`src/rtl/vx_csr_fpu_regs_pkg.sv`:
```
// Shared definitions for the FPU-side CSR store: CSR addresses, access ops,
// field widths, the fflags layout and the CSR read-modify-write helper.
package vx_csr_fpu_regs_pkg;

   localparam int unsigned FFLAGS_BITS   = 5;
   localparam int unsigned INST_FRM_BITS = 3;
   localparam int unsigned FCSR_BITS     = FFLAGS_BITS + INST_FRM_BITS;

   localparam logic [11:0] CSR_FFLAGS = 12'h001;
   localparam logic [11:0] CSR_FRM    = 12'h002;
   localparam logic [11:0] CSR_FCSR   = 12'h003;

   typedef enum logic [1:0] {
      CsrOpRead  = 2'd0,
      CsrOpWrite = 2'd1,
      CsrOpSet   = 2'd2,
      CsrOpClear = 2'd3
   } csr_op_e;

   // Exception flag bit order, MSB first.
   typedef struct packed {
      logic nv;
      logic dz;
      logic of;
      logic uf;
      logic nx;
   } fflags_t;

   // New CSR view value produced by a csrrw/csrrs/csrrc style access.
   function automatic logic [FCSR_BITS-1:0] csr_alu(input csr_op_e op,
                                                   input logic [FCSR_BITS-1:0] old_val,
                                                   input logic [FCSR_BITS-1:0] operand);
      logic [FCSR_BITS-1:0] result;
      result = old_val;
      case (op)
         CsrOpWrite: result = operand;
         CsrOpSet:   result = old_val | operand;
         CsrOpClear: result = old_val & ~operand;
         default:    result = old_val;
      endcase
      return result;
   endfunction

endpackage

```
`src/rtl/vx_csr_fpu_regs_bank.sv`:
```
// Per-warp {frm, fflags} register array. One CSR write port with independent
// field enables, merged with the FPU sticky-flag accumulate port, plus two
// asynchronous read ports (CSR side and FPU rounding-mode side).
module vx_csr_fpu_regs_bank
   import vx_csr_fpu_regs_pkg::*;
#(
   parameter int NUM_WARPS = 8,
   parameter int NW_BITS   = 3
) (
   input  logic                     clk,
   input  logic                     reset,
   input  logic                     csr_wr_en,
   input  logic [NW_BITS-1:0]       csr_wr_wid,
   input  logic                     csr_wr_fflags_en,
   input  logic                     csr_wr_frm_en,
   input  logic [FCSR_BITS-1:0]     csr_wr_data,
   input  logic                     fpu_wr_en,
   input  logic [NW_BITS-1:0]       fpu_wr_wid,
   input  logic [FFLAGS_BITS-1:0]   fpu_wr_fflags,
   input  logic [NW_BITS-1:0]       csr_rd_wid,
   output logic [FCSR_BITS-1:0]     csr_rd_data,
   input  logic [NW_BITS-1:0]       fpu_rd_wid,
   output logic [INST_FRM_BITS-1:0] fpu_rd_frm
);

   // Each entry is {frm[2:0], fflags[4:0]}, i.e. the fcsr layout.
   logic [FCSR_BITS-1:0] regs_q [NUM_WARPS];
   logic [FCSR_BITS-1:0] regs_d [NUM_WARPS];

   // Next state: CSR field writes first, then FPU flags OR-ed on top so they are never lost.
   always_comb begin
      for (int w = 0; w < NUM_WARPS; w++) begin
         regs_d[w] = regs_q[w];
         if (csr_wr_en && (csr_wr_wid == NW_BITS'(w))) begin
            if (csr_wr_fflags_en) begin
               regs_d[w][FFLAGS_BITS-1:0] = csr_wr_data[FFLAGS_BITS-1:0];
            end
            if (csr_wr_frm_en) begin
               regs_d[w][FCSR_BITS-1:FFLAGS_BITS] = csr_wr_data[FCSR_BITS-1:FFLAGS_BITS];
            end
         end
         if (fpu_wr_en && (fpu_wr_wid == NW_BITS'(w))) begin
            regs_d[w][FFLAGS_BITS-1:0] = regs_d[w][FFLAGS_BITS-1:0] | fpu_wr_fflags;
         end
      end
   end

   // State array: flags cleared and rounding mode back to RNE on reset.
   always_ff @(posedge clk or posedge reset) begin
      if (reset) begin
         for (int w = 0; w < NUM_WARPS; w++) begin
            regs_q[w] <= '0;
         end
      end else begin
         for (int w = 0; w < NUM_WARPS; w++) begin
            regs_q[w] <= regs_d[w];
         end
      end
   end

   assign csr_rd_data = regs_q[csr_rd_wid];
   assign fpu_rd_frm  = regs_q[fpu_rd_wid][FCSR_BITS-1:FFLAGS_BITS];

endmodule

```
`src/rtl/vx_csr_fpu_regs.sv`:
```
// Floating-point CSR slave of the FPU-to-CSR channel. Holds per-warp fflags
// and frm, accumulates FPU exception flags, feeds the rounding mode to the
// FPU and services fflags/frm/fcsr accesses with a one-entry response slot.
// Optional feature macro: CSR_FPU_FRM_BYPASS_EN forwards an accepted frm
// update to fpu_rd_frm in the same cycle; without it the FPU sees the new
// mode one cycle after acceptance.
module vx_csr_fpu_regs
   import vx_csr_fpu_regs_pkg::*;
#(
   parameter int NUM_WARPS = 8,
   parameter int XLEN      = 32,
   parameter int NW_BITS   = (NUM_WARPS > 1) ? $clog2(NUM_WARPS) : 1
) (
   input  logic                     clk,
   input  logic                     reset,
   input  logic                     fpu_wr_en,
   input  logic [NW_BITS-1:0]       fpu_wr_wid,
   input  logic [FFLAGS_BITS-1:0]   fpu_wr_fflags,
   input  logic [NW_BITS-1:0]       fpu_rd_wid,
   output logic [INST_FRM_BITS-1:0] fpu_rd_frm,
   input  logic                     csr_req_valid,
   output logic                     csr_req_ready,
   input  logic [NW_BITS-1:0]       csr_req_wid,
   input  logic [11:0]              csr_req_addr,
   input  logic [1:0]               csr_req_op,
   input  logic [XLEN-1:0]          csr_req_data,
   output logic                     csr_rsp_valid,
   input  logic                     csr_rsp_ready,
   output logic [NW_BITS-1:0]       csr_rsp_wid,
   output logic [XLEN-1:0]          csr_rsp_data,
   output logic                     csr_rsp_err
);

   csr_op_e                  req_op;
   logic                     req_accept;
   logic                     addr_fflags;
   logic                     addr_frm;
   logic                     addr_fcsr;
   logic                     addr_ok;
   logic [FCSR_BITS-1:0]     cur_fcsr;
   logic [FCSR_BITS-1:0]     old_view;
   logic [FCSR_BITS-1:0]     new_view;
   logic [FCSR_BITS-1:0]     wr_data;
   logic [INST_FRM_BITS-1:0] new_frm;
   logic                     wr_en;
   logic                     wr_fflags_en;
   logic                     wr_frm_en;
   logic [INST_FRM_BITS-1:0] bank_fpu_frm;

   logic                     rsp_valid_q;
   logic [NW_BITS-1:0]       rsp_wid_q;
   logic [XLEN-1:0]          rsp_data_q;
   logic                     rsp_err_q;

   // Operand bits above the widest view never reach any field.
   logic unused_req_data;
   assign unused_req_data = ^csr_req_data[XLEN-1:FCSR_BITS];

   assign req_op        = csr_op_e'(csr_req_op);
   assign csr_req_ready = !rsp_valid_q || csr_rsp_ready;
   assign req_accept    = csr_req_valid && csr_req_ready;

   // Address decode and the old/new value of the addressed view.
   always_comb begin
      addr_fflags = (csr_req_addr == CSR_FFLAGS);
      addr_frm    = (csr_req_addr == CSR_FRM);
      addr_fcsr   = (csr_req_addr == CSR_FCSR);
      addr_ok     = addr_fflags || addr_frm || addr_fcsr;

      old_view = '0;
      if (addr_fflags) begin
         old_view = {{INST_FRM_BITS{1'b0}}, cur_fcsr[FFLAGS_BITS-1:0]};
      end else if (addr_frm) begin
         old_view = {{FFLAGS_BITS{1'b0}}, cur_fcsr[FCSR_BITS-1:FFLAGS_BITS]};
      end else if (addr_fcsr) begin
         old_view = cur_fcsr;
      end

      new_view = csr_alu(req_op, old_view, csr_req_data[FCSR_BITS-1:0]);
   end

   // Map the new view back onto the {frm, fflags} storage layout.
   always_comb begin
      wr_en        = req_accept && addr_ok && (req_op != CsrOpRead);
      wr_fflags_en = addr_fflags || addr_fcsr;
      wr_frm_en    = addr_frm || addr_fcsr;
      if (addr_frm) begin
         new_frm = new_view[INST_FRM_BITS-1:0];
         wr_data = {new_frm, cur_fcsr[FFLAGS_BITS-1:0]};
      end else begin
         new_frm = new_view[FCSR_BITS-1:FFLAGS_BITS];
         wr_data = new_view;
      end
   end

   vx_csr_fpu_regs_bank #(
      .NUM_WARPS (NUM_WARPS),
      .NW_BITS   (NW_BITS)
   ) u_bank (
      .clk              (clk),
      .reset            (reset),
      .csr_wr_en        (wr_en),
      .csr_wr_wid       (csr_req_wid),
      .csr_wr_fflags_en (wr_fflags_en),
      .csr_wr_frm_en    (wr_frm_en),
      .csr_wr_data      (wr_data),
      .fpu_wr_en        (fpu_wr_en),
      .fpu_wr_wid       (fpu_wr_wid),
      .fpu_wr_fflags    (fpu_wr_fflags),
      .csr_rd_wid       (csr_req_wid),
      .csr_rd_data      (cur_fcsr),
      .fpu_rd_wid       (fpu_rd_wid),
      .fpu_rd_frm       (bank_fpu_frm)
   );

`ifdef CSR_FPU_FRM_BYPASS_EN
   // Forward a frm update being accepted this cycle to the FPU read port.
   always_comb begin
      fpu_rd_frm = bank_fpu_frm;
      if (wr_en && wr_frm_en && (csr_req_wid == fpu_rd_wid)) begin
         fpu_rd_frm = new_frm;
      end
   end
`else
   // FPU sees registered state only; keeps req->frm free of combinational paths.
   always_comb begin
      fpu_rd_frm = bank_fpu_frm;
   end
`endif

   // Response slot: capture the pre-update view on accept, hold until consumed.
   always_ff @(posedge clk or posedge reset) begin
      if (reset) begin
         rsp_valid_q <= 1'b0;
         rsp_wid_q   <= '0;
         rsp_data_q  <= '0;
         rsp_err_q   <= 1'b0;
      end else if (req_accept) begin
         rsp_valid_q <= 1'b1;
         rsp_wid_q   <= csr_req_wid;
         rsp_data_q  <= addr_ok ? {{(XLEN-FCSR_BITS){1'b0}}, old_view} : '0;
         rsp_err_q   <= !addr_ok;
      end else if (csr_rsp_ready) begin
         rsp_valid_q <= 1'b0;
      end
   end

   assign csr_rsp_valid = rsp_valid_q;
   assign csr_rsp_wid   = rsp_wid_q;
   assign csr_rsp_data  = rsp_data_q;
   assign csr_rsp_err   = rsp_err_q;

endmodule

```
`config.mk`:
```
export PLATFORM = sky130hd
export DESIGN_NAME = vx_csr_fpu_regs
export DESIGN_NICKNAME = d
export VERILOG_FILES = /design/src/rtl/vx_csr_fpu_regs_pkg.sv /design/src/rtl/vx_csr_fpu_regs_bank.sv /design/src/rtl/vx_csr_fpu_regs.sv
export SDC_FILE = /design/constraint.sdc
export NUM_CORES = 1
export LEC_CHECK = 0
export BUFFER_PORTS_ARGS = -buffer_cell sky130_fd_sc_hd__buf_2
export CORE_ASPECT_RATIO = 0.5
export CORE_UTILIZATION = 45
export CTS_CLUSTER_DIAMETER = 60
export CTS_CLUSTER_SIZE = 16
export DETAILED_ROUTE_END_ITERATION = 16
export PLACE_DENSITY = 0.7
export SYNTH_ARGS = -nofsm -noshare
export SYNTH_HDL_FRONTEND = slang
export SYNTH_SLANG_ARGS = --single-unit
```
`constraint.sdc`:
```
create_clock -name clk -period 2.2 [get_ports clk]
set_input_delay 0.11 -clock clk [delete_from_list [all_inputs] [get_ports clk]]
set_output_delay 0.11 -clock clk [all_outputs]
set_load 0.05 [all_outputs]
```
==> flow_summary_export.csv <==
group,metric,value,unit
timing,period_share,93.7,%
floorplanning,rows,27,
global_route,grt_pass1_wl,25200,um
place,dp_hpwl,11500,um
yosys,mappedNetlistArea,0.00537,mm^2
power_and_ir_drop,power_per_cell_area,651,mW/mm^2
timing,fin_crit,2.06,ns
critical_path,worst_ep_arrival_time,2.25,ns
yosys,ys_seq_area_share,35.9,%
place,port_buffers,57,
critical_path,critPathBufInv,0,
yosys,syn_inst,557,
power_and_ir_drop,p_leak,2.57,nW
place,dpl_worst_slack,-0.0436,ns
timing,tns,0,ns
finish,final_cell_mix,"77 x dfrtp_1, 64 x o211ai_1, 57 x buf_2",
critical_path,critPathMaxFanout,8,
finish,final_common_cell,"dfrtp_1",
yosys,synth_seq_cells,77,
place,routabilityCongestion,0.878,
timing,max_freq,0.485,GHz
route,routed_wl,15600,um
finish,drive_gt1_share,27.5,%
route,vias,4979,
critical_path,worstSetupPathType,"flip-flop to flip-flop",
floorplanning,die_w,156,um
finish,syn_to_final_growth,15.6,%
route,first_pass_iters,5,
outcome,outcome,"complete, no violations",
global_route,grtUsageMet1,36.1,%
power_and_ir_drop,comb_power_share,19.4,%
power_and_ir_drop,irDropWorstVdd,0.353,mV
timing,timing.final.hold_violations,0,
clock_tree,cts_setup_buffers,0,
clock_tree,cts_sinks,77,
floorplanning,start_util,47.6,%
timing,maxSlewViolCount,0,
clock_tree,clkTransAtPathRegs,0.06,ns
yosys,async_reset_ff_share,100,%
timing,setup_violations,0,
clock_tree,htreeDepth,3,
global_route,grt_pass1_vias,4716,
power_and_ir_drop,net-switching-power,1.16,mW
critical_path,path_cells,"mux2_2 > o32ai_1 > nor4_1 > o21ai_1 > o211ai_1",
global_route,grt-busiest-layer,"met2",
floorplanning,design.core.area,0.0113,mm^2
route,drc,0,
timing,skew,0.00646,ns
yosys,synthFlopType,"dfrtp_1",
critical_path,cp_top_family,"compound AO/OA/AOI/OAI gates",
timing,timing.final.ws_setup,0.138,ns
clock_tree,cts-root-buf,"clkbuf_16",
power_and_ir_drop,p_int,2.89,mW
yosys,yosys_warnings,0,
route,dr.first_iter.drc_count,496,
worst_hold_path,hp-class,"input port to flip-flop",
critical_path,startpoint_type,"flip-flop",
yosys,yosysUniqueCellTypes,55,
finish,n_antenna_cell,0,
floorplanning,die_h,79.2,um
finish,fin_area,0.00620,mm^2
route,ant_nets,0,
yosys,synth_area_leader_cell,"dfrtp_1",
yosys,synth_edf_count,0,
timing,slew_headroom,11.8,%
critical_path,cpMaxStageDelayCell,"o21ai_1",
global_route,grt_max_degree,29,
yosys,synth_area_leaders,"dfrtp_1 36%, o211ai_1 9.0%, a22oi_1 6.4%, mux2_2 5.2%, buf_4 3.6%",
floorplanning,num_io_pins,106,
yosys,syn_area_per_cell,9.63,um^2
timing,tightest_slew,1.30,ns
critical_path,critPathCaptureType,"flip-flop",
floorplanning,dieArea,0.0124,mm^2
critical_path,required,2.38,ns
global_route,met2_usage,42.8,%
route,vias_per_cell,6.35,
global_route,grt_use_met3,5.13,%
global_route,grt_antenna_before_repair,0,
global_route,global_route.usage.total,26.5,%
power_and_ir_drop,netSwitchingFraction,28.6,%
clock_tree,cts_tree,"built",
yosys,yosysTopAreaCellShare,35.9,%
clock_tree,clock_latency,0.34,ns
clock_tree,cts_buffers,9,
power_and_ir_drop,p_clk_share,40.1,%
global_route,grt_remaining_overflow,0,
route,wl_per_cell,19.9,um
critical_path,critPathMaxStageDelay,0.62,ns
power_and_ir_drop,sequentialPowerShare,40.5,%
place,placed_area,0.00587,mm^2
finish,nets,685,
run,cap_viol_max_count,0,
clock_tree,clk_path_buf_depth,2,
timing,rsz0062_at_grt,"false",
## state kept, by name (all words and copies together), names as in the netlist
name,flops
csr_rsp_wid,3
csr_rsp_data,8
csr_rsp_err,1
u_bank.regs_q,64
csr_rsp_valid,1
## area by class of cell
| type | instances | area [um^2] |
|---|---|---|
| repair buffers | 100 | 623 |
| multi-input cells | 426 | 3110 |
| fillers | 1018 | 5080 |
| flip-flops and latches | 77 | 1930 |
| clock buffers | 12 | 256 |
| well taps | 159 | 199 |
| clock inverters | 4 | 70.1 |
| inverters | 6 | 22.5 |
## cell usage after synthesis (9+ instances only)
| cell type | number |
|---|---|
| nor4_2 | 10 |
| clkbuf_1 | 22 |
| nor2_1 | 30 |
| nor4_1 | 10 |
| dfrtp_1 | 77 |
| buf_4 | 26 |
| o21ai_0 | 22 |
| or4_1 | 13 |
| a22oi_1 | 46 |
| a211oi_1 | 21 |
| buf_1 | 11 |
| nand2b_1 | 9 |
| mux2i_1 | 11 |
| nand2_1 | 26 |
| mux2_2 | 25 |
| o211ai_1 | 64 |
| a21oi_1 | 21 |
## per-stage QoR
stage	util [%]	power [mW]	cells	hold WS, ns
detailed placement	52.0	2.42	767	0.207
CTS	55.0	4.05	784	0.00315
global route	55.0	4.20	784	0.0272
global placement	52.0	2.41	767	0.203
finish	55.0	4.04	784	0.0104
floorplan	-	2.23	580	0.218
## repair_timing
item                       4_1_cts  5_1_grt
hold buffers                     1        0
hold endpoints to repair        25        0
setup endpoints to repair        0        0
resized for setup                0        0
## logic make-up after synthesis
group           share of synthesized area [%]
buf+inv                                  8.07
xor+xnor                                0.979
simple gates                             17.6
other cells                            0.0699
mux                                      9.82
compound gates                           27.6
flops                                    35.9
## worst paths after layout
kind                       slack, ns  cells past startpoint                       start                            end
min reg2reg                     0.48                      2  csr_rsp_wid[1]$_DFFE_PP0P_     csr_rsp_wid[1]$_DFFE_PP0P_
max                             0.14                      5  u_bank.regs_q[3]$_DFF_PP0_    u_bank.regs_q[19]$_DFF_PP0_
min in group asynchronous       0.39                      3                       reset  u_bank.regs_q[61]$_DFFE_PP0P_
max reg2reg                     0.14                      5  u_bank.regs_q[3]$_DFF_PP0_    u_bank.regs_q[19]$_DFF_PP0_
max in group asynchronous       1.05                      4                       reset    u_bank.regs_q[35]$_DFF_PP0_
min                             0.01                      2               csr_req_valid      csr_rsp_valid$_DFFE_PP0P_
## worst register-to-register path, cell delays in order, from the launching register on
cell and delay, ns:
dfrtp_1 0.39, mux2_2 0.28, o32ai_1 0.25, nor4_1 0.16
o21ai_1 0.62, o211ai_1 0.21
## metal layers
metal  up-vias  share of wire (%)
met3        18                5.9
met5         -                  0
li1       2285                  -
met1      2471                 46
met4         0                1.5
met2       205                 47
## power groups by stage
stage          logic, mW  clock network [mW]  registers [mW]
5_1_grt            0.848                1.70            1.65
3_5_place_dp       0.769                   0            1.66
2_1_floorplan      0.569                   0            1.67
3_3_place_gp       0.755                   0            1.65
6_report           0.782                1.62            1.64
4_1_cts            0.774                1.64            1.63
No activity file was read; power rests on OpenSTA's default activity.
